[config.mk]
export PLATFORM = sky130hd
export DESIGN_NAME = sv32_mmu_arbiter
export DESIGN_NICKNAME = d
export VERILOG_FILES = /design/src/rtl/sv32_arb_pkg.sv /design/src/rtl/sv32_arb_pick.sv /design/src/rtl/sv32_mmu_arbiter.sv
export SDC_FILE = /design/constraint.sdc
export NUM_CORES = 1
export LEC_CHECK = 0
export BUFFER_PORTS_ARGS = -buffer_cell sky130_fd_sc_hd__buf_2
export CORE_AREA = 5 5 106 108
export DETAILED_ROUTE_END_ITERATION = 12
export DIE_AREA = 0 0 111 113
export GPL_TIMING_DRIVEN = 0
export PLACE_DENSITY = 0.51
export SLEW_MARGIN = 5
export SYNTH_ARGS = -nofsm -noshare
export SYNTH_HDL_FRONTEND = slang
export SYNTH_SLANG_ARGS = --single-unit
[constraint.sdc]
create_clock -name clk -period 1.9 [get_ports clk]
set_clock_uncertainty 0.15 [all_clocks]
set_input_delay 0.475 -clock clk [delete_from_list [all_inputs] [get_ports clk]]
set_output_delay 0.475 -clock clk [all_outputs]
set_load 0.02 [all_outputs]
[src/rtl/sv32_arb_pkg.sv]
// sv32_arb_pkg: shared FSM state and grant encodings for the Sv32 MMU arbiter.
package sv32_arb_pkg;
    typedef enum logic [2:0] {IDLE, GRANT_I, GRANT_D, FAULT_WAIT, FLUSH} arb_state_e;
    typedef enum logic {GNT_I = 1'b0, GNT_D = 1'b1} grant_e;
endpackage

[src/rtl/sv32_arb_pick.sv]
// sv32_arb_pick: combinational I/D picker; ties go to D, or alternate when
// SV32_ARB_ROUND_ROBIN_EN is defined.
module sv32_arb_pick
    import sv32_arb_pkg::*;
(
    input  logic   i_valid,
    input  logic   d_valid,
`ifdef SV32_ARB_ROUND_ROBIN_EN
    input  grant_e last_grant,
`endif
    output grant_e grant
);
    always_comb begin
`ifdef SV32_ARB_ROUND_ROBIN_EN
        grant = (i_valid & d_valid) ? ((last_grant == GNT_I) ? GNT_D : GNT_I)
                                    : (i_valid ? GNT_I : GNT_D);
`else
        grant = (i_valid & ~d_valid) ? GNT_I : GNT_D;
`endif
    end
endmodule

[src/rtl/sv32_mmu_arbiter.sv]
// sv32_mmu_arbiter: arbitrates I-fetch and data requesters onto one Sv32 MMU port
// and sequences sfence.vma TLB flushes; SV32_ARB_ROUND_ROBIN_EN enables fair ties.
module sv32_mmu_arbiter
    import sv32_arb_pkg::*;
#(
    parameter int FLUSH_CYCLES = 1
) (
    input  logic        clk,
    input  logic        reset,
    input  logic        i_valid,
    input  logic [31:0] i_addr,
    output logic        i_ready,
    output logic [31:0] i_rdata,
    output logic        i_fault,
    input  logic        d_valid,
    input  logic [3:0]  d_wstrb,
    input  logic [31:0] d_addr,
    input  logic [31:0] d_wdata,
    output logic        d_ready,
    output logic [31:0] d_rdata,
    output logic        d_fault,
    output logic        mmu_valid,
    output logic        mmu_is_instruction,
    output logic [3:0]  mmu_wstrb,
    output logic [31:0] mmu_addr,
    output logic [31:0] mmu_wdata,
    input  logic        mmu_ready,
    input  logic [31:0] mmu_rdata,
    input  logic        mmu_page_fault,
    input  logic        flush_req,
    output logic        mmu_tlb_flush,
    output logic        flush_done,
    output logic        fault_is_instr
);
    localparam logic [3:0] FC = 4'(FLUSH_CYCLES);

    arb_state_e  r_state;
    logic        r_pend;
    logic [3:0]  r_cnt;
    logic        r_fault_is_instr;
    grant_e      w_pick;
    logic        w_gi;
    logic        w_gd;
`ifdef SV32_ARB_ROUND_ROBIN_EN
    grant_e      r_last;
`endif

    sv32_arb_pick u_pick (
        .i_valid    (i_valid),
        .d_valid    (d_valid),
`ifdef SV32_ARB_ROUND_ROBIN_EN
        .last_grant (r_last),
`endif
        .grant      (w_pick)
    );

    assign w_gi = (r_state == GRANT_I);
    assign w_gd = (r_state == GRANT_D);
    assign fault_is_instr = r_fault_is_instr;

    // A fault in the grant cycle suppresses valid and ready on the same cycle.
    always_comb begin
        mmu_valid          = w_gi ? (i_valid & ~mmu_page_fault) : w_gd ? (d_valid & ~mmu_page_fault) : 1'b0;
        mmu_is_instruction = w_gi;
        mmu_wstrb          = w_gd ? d_wstrb : '0;
        mmu_addr           = w_gi ? i_addr : w_gd ? d_addr : '0;
        mmu_wdata          = w_gd ? d_wdata : '0;
        i_ready            = w_gi & mmu_ready & ~mmu_page_fault;
        d_ready            = w_gd & mmu_ready & ~mmu_page_fault;
        i_rdata            = w_gi ? mmu_rdata : '0;
        d_rdata            = w_gd ? mmu_rdata : '0;
        i_fault            = w_gi & mmu_page_fault;
        d_fault            = w_gd & mmu_page_fault;
        mmu_tlb_flush      = (r_state == FLUSH) && (r_cnt != FC);
        flush_done         = (r_state == FLUSH) && (r_cnt == FC);
    end

    always_ff @(posedge clk or posedge reset) begin
        if (reset) begin
            r_state          <= IDLE;
            r_pend           <= 1'b0;
            r_cnt            <= '0;
            r_fault_is_instr <= 1'b0;
`ifdef SV32_ARB_ROUND_ROBIN_EN
            r_last           <= GNT_D;
`endif
        end else begin
            r_pend <= r_pend | flush_req;
            case (r_state)
                IDLE: begin
                    if (r_pend | flush_req) begin
                        r_state <= FLUSH;
                        r_pend  <= 1'b0;
                        r_cnt   <= '0;
                    end else if (i_valid | d_valid) begin
                        r_state <= (w_pick == GNT_I) ? GRANT_I : GRANT_D;
`ifdef SV32_ARB_ROUND_ROBIN_EN
                        r_last  <= w_pick;
`endif
                    end
                end
                GRANT_I, GRANT_D: begin
                    if (mmu_page_fault) begin
                        r_fault_is_instr <= w_gi;
                        r_state          <= FAULT_WAIT;
                    end else if (mmu_ready) begin
                        r_state <= IDLE;
                    end
                end
                FAULT_WAIT: if (!mmu_page_fault) r_state <= IDLE;
                FLUSH: begin
                    if (r_cnt == FC) r_state <= IDLE;
                    else r_cnt <= r_cnt + 4'd1;
                end
                default: r_state <= IDLE;
            endcase
        end
    end
endmodule

==> results.md, run 1 <==
| Parameter | This run |
|---|---|
| Most common cell type on the critical path | sky130_fd_sc_hd__buf_6 |
| Most instantiated cells after synthesis | sky130_fd_sc_hd__and2_1, sky130_fd_sc_hd__a22o_1, sky130_fd_sc_hd__buf_2 |
| Least setup slack across all paths after layout | -0.349 ns |
| Initial antenna violation count | 0 |
| H-tree depth | 1 |
| Clock root buffer | sky130_fd_sc_hd__clkbuf_8 |
| Share of synthesized cell area in full adder, half adder and majority cells | 0.0159 |
| Total number of placement rows | 37 |
| Power after layout | 6.53 mW |
| Via count | 2,835 |
| Wire length of the first global-routing pass | 16.9 mm |
| Post-synthesis mux area share | 0.0127 |
| Post-route DRC | 0 |
| Share of the synthesized area in the top cell type | 0.402 |
| CP startpoint kind | register |
| Count of port buffers added during placement | 279 |
| Area overhead of the layout relative to synthesis | 189% |
| FF+latch area | 229 um2 |
| Max-slew headroom at the worst pin | 0.748 |
| Worst Path Arrival | 1.62 ns |
| Floorplan die area | 12,500 um2 |
| Yosys cell types | 34 |
| Main combinational cell family by area after synthesis | simple AND/OR/NAND/NOR gates |
| Violated checks | negative setup slack |
| Critical Path Slowest Stage Cell | sky130_fd_sc_hd__dfrtp_2 |
| Maximum fanout along the worst path | 9 |
| Horizontal extent of the die | 111 um |
| Detail-routed via count per cell | 4.30 |
| Clock sink total | 9 |
| Nets | 665 |
| Areal power density over the cells | 1440 nW/um2 |
| Parity-gate share of the synthesized area counting xor and xnor cells | 0.00557 |
| Die boundary height | 113 um |
| Setup CP Type | register to output port |
| Bufs and invs on worst path | 3 |
| Area fraction in compound gates after synthesis | 0.252 |
| RSZ-0062 raised after global routing | yes |
| Time the final worst path needs with I/O delays and setup | 2.25 ns |
| Share of the clock period used by the worst path | 1.18 |
| Number of synthesized register bits | 9 |
| Final hold vios | 0 |
| Post-synth top flop | sky130_fd_sc_hd__dfrtp_1 |
| Post-synthesis share of cell area spent on and, or, nand and nor gates | 0.494 |
| Run status | finished with violations |
| Syn nets | 350 |
| Per-cell routed wire length | 18.4 um |
| Setup TNS | -36.84 ns |
| Half-perimeter wire length after detailed placement | 8.71 mm |
| Startpoint of the most critical register-to-register path | r_state[1] |
| Data required time at the worst endpoint | 1.27 ns |
| Most numerous cell in the Yosys netlist | sky130_fd_sc_hd__and2_1 |
| Static Leak | 2.51 nW |
| Starting utilization of the core area | 0.155 |
| R2R Setup Slk | 0.05 ns |
| Fraction of registers with async set or reset after synthesis | 1.00 |
| DR iter-0 viols | 122 |
| Number of endpoints failing setup at the final stage | 140 |
| Layout cells sized above 1 | 0.801 |
| Final Max Tran Viols | 0 |
| Worst-Margin Slew | 0.377 ns |
| Register area share after synthesis | 0.143 |
| Avg Cell Area, Syn | 7.52 um2 |
| Core outline area | 10,100 um2 |
| Worst min path class | input pin to async pin |
| Detailed-router iteration count before antenna repair | 4 |
| Post-placement worst setup slack | -0.491 ns |
| Tot GR Track Use | 0.166 |
| GRT Residual Overflow | 0 |
| Cells taking the most area after synthesis | sky130_fd_sc_hd__and2_1, sky130_fd_sc_hd__a22o_1, sky130_fd_sc_hd__dfrtp_1, sky130_fd_sc_hd__buf_2, sky130_fd_sc_hd__buf_4 |
| Cell type with the largest total area after synthesis | sky130_fd_sc_hd__and2_1 |
| List of cells traversed by the critical path | nor3b_4, buf_6, buf_2, and2_2, buf_6 |
| Count of filler cells inserted in the layout | 992 |
| Clock latency of the later-clocked register in the worst-skew pair | 0.23 ns |
| CTS clk-pin slew, worst paths | 0.05 ns |
| Number of warnings reported in the yosys synthesis log | 0 |
| Peak supply drop | 0.000620 V |
| Worst R2R Path Depth | 7 |
| Core occupancy in the finished layout | 0.448 |
| Number of synthesized flops with an enable pin | 0 |
| Vias in the first global route | 2,946 |
| Final Routed Wirelength | 12.1 mm |
| Number of buffers created by CTS | 3 |
| I/O pin count | 280 |
| Maximum buffer depth of the clock tree | 2 |
| Timing-limited maximum frequency | 445 MHz |
| Clock tree from TritonCTS | built |
| End of the worst register-to-register path | r_state[1] |
| Critical path's largest stage delay | 0.44 ns |
| RD Place Congestion | 0.872 |
| Total standard cell area after synthesis | 1570 um2 |
| Final antenna-violating net count | 0 |
| # diodes | 0 |
| Largest delay contributor family on the critical path | buffers and inverters |
| Number of hold-repair buffers added at the cts stage | 0 |
| Kind of capture point of the worst setup path | output port |
| Multi-input combinational cell area | 1470 um2 |
| Post-synthesis instance total | 209 |
| Maximum number of pins on one net before global-route repair | 11 |
| Maxcap violations | 0 |
metal layers:
| metal | vias up | track usage | wire (um) |
|---|---|---|---|
| met4 | 0 | 0.0369 | 231 |
| met2 | 136 | 0.324 | 6610 |
| met3 | 26 | 0.0358 | 771 |
| met5 | - | 0 | 0 |
| met1 | 1322 | 0.182 | 4490 |
| li1 | 1351 | - | - |
registers in the layout, summed over array words and instances, names as in the netlist:
signal	cells
r_cnt	4
fault_is_instr	1
r_state	3
r_pend	1
area by class of cell:
cell class,count,area share
multi-input cells,176,0.324
inverters,4,0.00331
well taps,136,0.0375
clock buffers,4,0.00992
repair buffers,312,0.528
flip-flops and latches,9,0.0504
plain buffers,18,0.0469
stage by stage:
stage | hold WS, ns | area, um2 | instances
2_1_floorplan | 0.153 | 1650 | 209
3_3_place_gp | 0.308 | 3220 | 624
3_5_place_dp | 0.317 | 3220 | 624
4_1_cts | 0.0674 | 4320 | 649
5_1_grt | 0.0849 | 4540 | 659
6_report | 0.0548 | 4540 | 659
cells by family (layout without fill, tap and decap cells):
kind of cell / Yosys count / in the layout
AOI/OAI and AO/OA: 47 / 47
xor gates and xnor gates: 1 / 1
adders and majority gates: 2 / 2
buffers and inverters: 24 / 338
DFF: 9 / 9
muxes: 2 / 2
and+or+nand+nor: 124 / 124
worst max path at each step:
stage | start | endpoint | cells past startpoint
CTS | r_state[1] | i_ready | 6
global route | r_state[2] | d_rdata[27] | 5
finish | r_state[2] | d_rdata[4] | 5
global placement | r_state[1] | mmu_addr[2] | 6
floorplan | r_state[1] | mmu_addr[0] | 5
detailed placement | r_state[1] | mmu_addr[2] | 6
repair_timing:
item	in CTS	in global routing
resized for setup	290	65
endpoints found under the setup margin	140	143
setup buffers	17	8
pin swaps	31	43
gates cloned	5	6
power breakdown:
group,internal [mW],switching [mW]
Clock,0.146,0.0789
Combinational,3.09,2.83
Sequential,0.286,0.0990
cells in the final DEF (no fill, tap or decap), drive strengths merged:
cell / netlist / routed
buf: 15 / 326
and2: 101 / 101
a22o: 34 / 34
dfrtp: 9 / 9
clkbuf: 5 / 8
nor2: 5 / 5
inv: 4 / 4
nor3b: 3 / 3
nand3: 3 / 3
a21o: 2 / 2
nand2b: 2 / 2
mux2i: 2 / 2
and3b: 2 / 2
and3: 2 / 2
o32a: 2 / 2
nand2: 2 / 2
ha: 2 / 2
nor3: 1 / 1
nor4: 1 / 1
a21oi: 1 / 1
or3b: 1 / 1
o22ai: 1 / 1
a22oi: 1 / 1
o32ai: 1 / 1
a21boi: 1 / 1
xor2: 1 / 1
a211oi: 1 / 1
nor2b: 1 / 1
a32oi: 1 / 1
o21ai: 1 / 1
o21a: 1 / 1
No activity file was read; power rests on OpenSTA's default activity.
==> run 2: changes to the inputs <==
- SYNTH_HIERARCHICAL: not set -> 1
==> results.md, run 2 <==
| Parameter | This run | vs previous |
|---|---|---|
| Run status | finished with violations |  |
| Violated checks | negative setup slack |  |
| Avg Cell Area, Syn | 7.56 um2 | +0.49% |
| Number of buffers created by CTS | 3 | unchanged |
| Kind of capture point of the worst setup path | output port |  |
| Most common cell after layout, fill and taps aside | sky130_fd_sc_hd__buf_2 |  |
| Fraction of registers with async set or reset after synthesis | 1.00 | unchanged |
| Horizontal extent of the die | 111 um | unchanged |
| Met3 GRT Util | 0.0262 | -0.00963 |
| Maximum buffer depth of the clock tree | 2 | unchanged |
| Share of the clock period used by the worst path | 1.21 | +0.0301 |
| Global Route met1 Usage | 0.197 | +0.0150 |
| Final Max Tran Viols | 0 | unchanged |
| Total number of placement rows | 37 | unchanged |
| Die boundary height | 113 um | unchanged |
| Power after layout | 4.16 mW | -36% |
| Data required time at the worst endpoint | 1.27 ns | about the same |
| Initial antenna violation count | 0 | unchanged |
| H-tree depth | 1 | unchanged |
| Post-synthesis instance total | 206 | -1.4% |
| Time the final worst path needs with I/O delays and setup | 2.31 ns | +0.0571 ns |
| RD Place Congestion | 0.882 | +1.1% |
| Cells taking the most area after synthesis | sky130_fd_sc_hd__and2_1, sky130_fd_sc_hd__a22o_1, sky130_fd_sc_hd__dfrtp_1, sky130_fd_sc_hd__nor3b_2, sky130_fd_sc_hd__buf_2 |  |
| Cell type with the largest total area after synthesis | sky130_fd_sc_hd__and2_1 |  |
| Layout cells sized above 1 | 0.911 | +0.110 |
| Tot GR Track Use | 0.168 | +0.00265 |
| Clock root buffer | sky130_fd_sc_hd__clkbuf_8 |  |
| List of cells traversed by the critical path | nor3b_4, buf_6, buf_12, buf_8, a22oi_2, nor2_2, buf_6 |  |
| Floorplan die area | 12,500 um2 | unchanged |
| Final Routed Wirelength | 11.9 mm | -1.5% |
| Post-synth top flop | sky130_fd_sc_hd__dfrtp_1 |  |
| Number of synthesized register bits | 9 | unchanged |
| I/O pin count | 280 | unchanged |
| Core outline area | 10,100 um2 | unchanged |
| Bufs and invs on worst path | 4 | +1 |
| Via count | 2,756 | -2.8% |
| Area overhead of the layout relative to synthesis | 213% |  |
| Number of hold-repair buffers added at the cts stage | 0 | unchanged |
| Least setup slack across all paths after layout | -0.406 ns | -0.0571 ns |
| Max reg flops | 4 | unchanged |
| Largest delay contributor family on the critical path | buffers and inverters |  |
| Busiest grt layer | met2 |  |
| Total standard cell area after synthesis | 1560 um2 | -0.96% |
| Most common cell type on the critical path | sky130_fd_sc_hd__buf_6 |  |
| DR iter-0 viols | 55 | -55% |
| CTS clk-pin slew, worst paths | 0.05 ns | about the same |
| # diodes | 0 | unchanged |
| Count of port buffers added during placement | 279 | unchanged |
| Critical path's largest stage delay | 0.45 ns | about the same |
| Number of endpoints failing setup at the final stage | 141 | +0.71% |
| Detailed-router iteration count before antenna repair | 4 | unchanged |
| Areal power density over the cells | 855 nW/um2 | -41% |
| Most flops, register | r_cnt |  |
| Number of warnings reported in the yosys synthesis log | 6 | +6 |
| Commonest cells after routing, fill and taps aside | sky130_fd_sc_hd__buf_2, sky130_fd_sc_hd__buf_6, sky130_fd_sc_hd__and2_4 |  |
| Vias in the first global route | 2,962 | +0.54% |
| Post-route DRC | 0 | unchanged |
| Clock sink total | 9 | unchanged |
| Yosys cell types | 32 | -5.9% |
| Per-cell routed wire length | 18.2 um | -0.62% |
| Wire length of the first global-routing pass | 17.2 mm | +1.7% |
| Most instantiated cells after synthesis | sky130_fd_sc_hd__and2_1, sky130_fd_sc_hd__a22o_1, sky130_fd_sc_hd__dfrtp_1 |  |
| Core occupancy in the finished layout | 0.480 | +0.0325 |
| Share of the synthesized area in the top cell type | 0.406 | +0.00388 |
| Final hold vios | 0 | unchanged |
| Half-perimeter wire length after detailed placement | 8.94 mm | +2.6% |
| Maximum fanout along the worst path | 8 | -1 |
| Critical Path Slowest Stage Cell | sky130_fd_sc_hd__dfrtp_2 |  |
| RSZ-0062 raised after global routing | yes |  |
| Static Leak | 2.72 nW | +8.4% |
| Nets | 659 | -0.90% |
| Biggest regs | r_cnt (4), r_state (3) |  |
| Syn nets | 347 | -0.86% |
| Register area share after synthesis | 0.145 | +0.00138 |
| Final antenna-violating net count | 0 | unchanged |
| Worst min path class | input pin to async pin |  |
| GRT Residual Overflow | 0 | unchanged |
| Number of synthesized flops with an enable pin | 0 | unchanged |
| Setup CP Type | register to output port |  |
| Maximum number of pins on one net before global-route repair | 12 | +1 |
| Clock latency of the later-clocked register in the worst-skew pair | 0.24 ns | about the same |
| Worst Path Arrival | 1.68 ns | +0.06 ns |
| Worst-Margin Slew | 0.378 ns | +0.00142 ns |
| Timing-limited maximum frequency | 434 MHz | -2.5% |
| CP startpoint kind | register |  |
| Peak supply drop | 0.000817 V | +32% |
| Starting utilization of the core area | 0.154 | -0.00148 |
| Global Route met2 Usage | 0.328 | +0.00364 |
| Detail-routed via count per cell | 4.22 | -1.9% |
| Clock tree from TritonCTS | built |  |
| Most numerous cell in the Yosys netlist | sky130_fd_sc_hd__and2_1 |  |
| Max-slew headroom at the worst pin | 0.748 | -0.000949 |
| Maxcap violations | 0 | unchanged |
## run 2: cell types whose count changed after synthesis, moves of 2 or more
cell                       before  now
sky130_fd_sc_hd__clkbuf_2       0    5
sky130_fd_sc_hd__buf_4          4    2
sky130_fd_sc_hd__o32a_1         2    0
sky130_fd_sc_hd__buf_2         11    6
sky130_fd_sc_hd__and3_1         2    0
sky130_fd_sc_hd__clkbuf_1       5    7
sky130_fd_sc_hd__mux2_1         0    2
sky130_fd_sc_hd__a22o_1        34   32
## run 2: kinds of logic (layout without fill, tap and decap cells)
group | count (synthesis) | after routing | share of synthesized area
buffers and inverters | 24 | 335 | 0.0715
adder cells (fa/ha/maj) | 2 | 2 | 0.0161
AO/OA/AOI/OAI | 40 | 40 | 0.220
flip-flops | 9 | 9 | 0.145
multiplexers | 3 | 3 | 0.0209
XOR/XNOR | 3 | 3 | 0.0169
AND/OR/NAND/NOR | 125 | 125 | 0.510
## run 2: through the flow
step / cell area, um2 / worst slack [ns] / hold WS (ns) / instances / TNS [ns]
floorplan: 1980 / -0.0397 / 0.153 / 206 / -0.0949
global placement: 3550 / -0.393 / 0.304 / 621 / -42.97
detailed placement: 3550 / -0.432 / 0.312 / 621 / -46.69
CTS: 4610 / -0.447 / 0.0625 / 648 / -52.42
global route: 4870 / -0.481 / 0.0850 / 653 / -57.19
finish: 4870 / -0.406 / 0.0545 / 653 / -47.04
## run 2: final cells by class
cell class                      count  area (um2)
Timing Repair Buffer              310        2370
Clock buffer                        4        45.0
Inverter                            4        15.0
Tap cell                          136         170
Sequential cell                     9         228
Buffer                             17         250
Fill cell                         956        5270
Multi-Input combinational cell    173        1790
## run 2: timing repair
action	in CTS	in global routing
endpoints found under the setup margin	140	142
resized for setup	277	76
pin swaps	62	4
gates cloned	10	1
buffers inserted	14	7
## run 2: path summary, 6_finish.rpt
path	cells past startpoint	start	slack [ns]	end
setup / recovery	7	r_state[2]	-0.41	mmu_valid
hold / removal	2	reset	0.05	r_cnt[3]
setup reg to reg	8	r_cnt[1]	-0.05	r_state[1]
hold reg to reg	1	fault_is_instr	0.35	fault_is_instr
max in group asynchronous	2	reset	1.25	r_cnt[0]
min in group clk	1	fault_is_instr	0.35	fault_is_instr
## run 2: metal layers
| metal | routed length, um | vias to the layer above |
|---|---|---|
| met5 | 0 | - |
| met4 | 206 | 0 |
| met3 | 682 | 14 |
| met2 | 6550 | 127 |
| met1 | 4480 | 1296 |
| li1 | - | 1319 |
## run 2: report_power, final
part | internal (mW) | switching [mW]
clock | 0.147 | 0.0801
combinational | 1.94 | 1.63
sequential | 0.275 | 0.0855
total | 2.36 | 1.80
==> run 3: changes to the inputs <==
- PLACE_DENSITY: 0.51 -> 0.53
- clock period: 1.9 -> 2.1 ns (I/O delays scaled with it)
==> results.md, run 3 (synthesis results as in run 2) <==
| Parameter | This run | vs previous |
|---|---|---|
| Run status | finished with violations |  |
| Violated checks | negative setup slack |  |
| FF+latch area | 226 um2 | -0.55% |
| Least setup slack across all paths after layout | -0.270 ns | +0.136 ns |
| Post-place instance area | 3130 um2 | -12% |
| Half-perimeter wire length after detailed placement | 8.74 mm | -2.2% |
| Worst Path Arrival | 1.69 ns | about the same |
| Peak supply drop | 0.000634 V | -22% |
| Setup CP Type | register to output port |  |
| Kind of capture point of the worst setup path | output port |  |
| Layout Cell Area excl Fill | 4980 um2 | +2.2% |
| Maxcap violations | 0 | unchanged |
| Per-cell routed wire length | 17.9 um | -2.0% |
| Worst-Margin Slew | 0.361 ns | -0.0174 ns |
| Core outline area | 10,100 um2 | unchanged |
| Most common cell after layout, fill and taps aside | sky130_fd_sc_hd__buf_6 |  |
| # diodes | 0 | unchanged |
| Layout cells sized above 1 | 0.856 | -0.0550 |
| Share of the clock period used by the worst path | 1.13 |  |
| H-tree depth | 1 | unchanged |
| Number of hold-repair buffers added at the cts stage | 0 | unchanged |
| Number of buffers created by CTS | 3 | unchanged |
| Starting utilization of the core area | 0.154 | unchanged |
| Timing-limited maximum frequency | 422 MHz |  |
| Final antenna-violating net count | 0 | unchanged |
| Clock latency of the later-clocked register in the worst-skew pair | 0.23 ns | about the same |
| Post-route DRC | 0 | unchanged |
| Nets | 670 | +1.7% |
| GRT Residual Overflow | 0 | unchanged |
| Final hold vios | 0 | unchanged |
| CTS clk-pin slew, worst paths | 0.05 ns | about the same |
| Max-slew headroom at the worst pin | 0.759 | +0.0116 |
| Worst min path class | input pin to async pin |  |
| Number of endpoints failing setup at the final stage | 140 | -0.71% |
| Worst R2R Path Depth | 9 | +1 |
| Initial antenna violation count | 0 | unchanged |
| I/O pin count | 280 | unchanged |
| DR iter-0 viols | 100 | +82% |
| Area overhead of the layout relative to synthesis | 220% |  |
| Final Routed Wirelength | 11.9 mm | -0.38% |
| RD Place Congestion | 0.903 | +2.4% |
| Data required time at the worst endpoint | 1.42 ns | +0.15 ns |
| Detail-routed via count per cell | 4.27 | +1.2% |
| Maximum buffer depth of the clock tree | 2 | unchanged |
| Tot GR Track Use | 0.169 | +0.000709 |
| Setup TNS | -26.59 ns | +20.46 ns |
| Horizontal extent of the die | 111 um | unchanged |
| Count of port buffers added during placement | 279 | unchanged |
| Die boundary height | 113 um | unchanged |
| CP startpoint kind | register |  |
| Vias in the first global route | 3,106 | +4.9% |
| Clock tree from TritonCTS | built |  |
| Maximum fanout along the worst path | 10 | +2 |
| Clock root buffer | sky130_fd_sc_hd__clkbuf_8 |  |
| Commonest cells after routing, fill and taps aside | sky130_fd_sc_hd__buf_6, sky130_fd_sc_hd__buf_2, sky130_fd_sc_hd__and2_4 |  |
| Detailed-router iteration count before antenna repair | 4 | unchanged |
| Wire length of the first global-routing pass | 17.3 mm | +0.84% |
| Clock sink total | 9 | unchanged |
| Via count | 2,835 | +2.9% |
| End of the worst register-to-register path | r_state[0] |  |
| Startpoint of the most critical register-to-register path | r_cnt[1] |  |
| Time the final worst path needs with I/O delays and setup | 2.37 ns |  |
| Biggest regs | r_cnt (4), r_state (3) |  |
| Multi-input combinational cell area | 1550 um2 | -13% |
| Most flops, register | r_cnt |  |
| Floorplan die area | 12,500 um2 | unchanged |
| Total number of placement rows | 37 | unchanged |
| RSZ-0062 raised after global routing | yes |  |
| Maximum number of pins on one net before global-route repair | 12 | unchanged |
| Max reg flops | 4 | unchanged |
| Areal power density over the cells | 787 nW/um2 | -7.9% |
| Count of filler cells inserted in the layout | 937 | -2.0% |
| Static Leak | 2.65 nW | -2.3% |
| Final Max Tran Viols | 0 | unchanged |
| R2R Setup Slk | 0.03 ns | +0.08 ns |
==> run 3: changes by cell type in the layout (fill, tap and decap cells not counted), moves of 2 or more <==
| cell | change |
|---|---|
| sky130_fd_sc_hd__buf_8 | +5 |
| sky130_fd_sc_hd__a22o_1 | +27 |
| sky130_fd_sc_hd__and2_1 | -4 |
| sky130_fd_sc_hd__buf_4 | -2 |
| sky130_fd_sc_hd__buf_2 | -34 |
| sky130_fd_sc_hd__buf_6 | +48 |
| sky130_fd_sc_hd__clkbuf_8 | -4 |
| sky130_fd_sc_hd__a22o_4 | -27 |
| sky130_fd_sc_hd__and2_4 | +9 |
| sky130_fd_sc_hd__and2_2 | -5 |
==> run 3: area by class of cell <==
type | instances | area share
clock buffer | 4 | 0.00905
sequential | 9 | 0.0455
buffer | 19 | 0.0535
timing repair buffer | 319 | 0.542
multi-input combinational | 173 | 0.312
tap | 136 | 0.0342
inverter | 4 | 0.00302
==> run 3: what timing repair did <==
action	4_1_cts	5_1_grt
gates resized for setup	412	53
pin swaps	59	13
endpoints found under the setup margin	140	140
buffers inserted	21	11
cloned	11	1
endpoints found under the hold margin	0	0
==> run 3: worst max-delay path by stage <==
stage	startpoint	to	slack, ns	depth (start not counted)
2_1_floorplan	r_cnt[1]	flush_done	0.0002	4
3_3_place_gp	r_state[0]	mmu_addr[3]	-0.55	6
3_5_place_dp	r_state[0]	mmu_addr[3]	-0.60	6
4_1_cts	r_state[0]	d_ready	-0.28	7
5_1_grt	r_state[2]	d_rdata[26]	-0.37	6
6_report	r_state[2]	d_rdata[15]	-0.27	6
==> run 3: per-layer routing <==
metal	track usage	wire length, um	up-vias
met5	0	0	-
met4	0.0172	66	0
met3	0.0385	841	8
met2	0.338	6630	147
met1	0.186	4330	1338
li1	-	-	1342
==> run 3: report_power, final <==
| part | leakage [nW] | total (mW) | switching [mW] | internal (mW) |
|---|---|---|---|---|
| Sequential | 0.115 | 0.310 | 0.0636 | 0.246 |
| Combinational | 2.52 | 3.41 | 1.51 | 1.90 |
| Clock | 0.0228 | 0.198 | 0.0662 | 0.132 |
| Total | 2.65 | 3.92 | 1.64 | 2.27 |
==> run 3: per-stage QoR <==
stage / hold slack, ns / total power, mW / std cells / util / worst slack [ns]
final: 0.101 / 3.92 / 664 / 0.491 / -0.270
after detailed placement: 0.326 / 2.24 / 621 / 0.309 / -0.598
after global routing: 0.123 / 4.14 / 664 / 0.491 / -0.371
after floorplan: 0.203 / 1.55 / 206 / - / 0.000163
after CTS: 0.112 / 3.64 / 655 / 0.469 / -0.285
after global placement: 0.313 / 2.21 / 621 / 0.309 / -0.552
==> run 3: worst max-delay path, cell delays in order (launching register included) <==
cell and delay (ns):
sky130_fd_sc_hd__dfrtp_2 0.47, sky130_fd_sc_hd__nor3b_4 0.28, sky130_fd_sc_hd__buf_6 0.17, sky130_fd_sc_hd__buf_12 0.12, sky130_fd_sc_hd__clkbuf_8 0.15, sky130_fd_sc_hd__and2_1 0.15
sky130_fd_sc_hd__buf_6 0.12
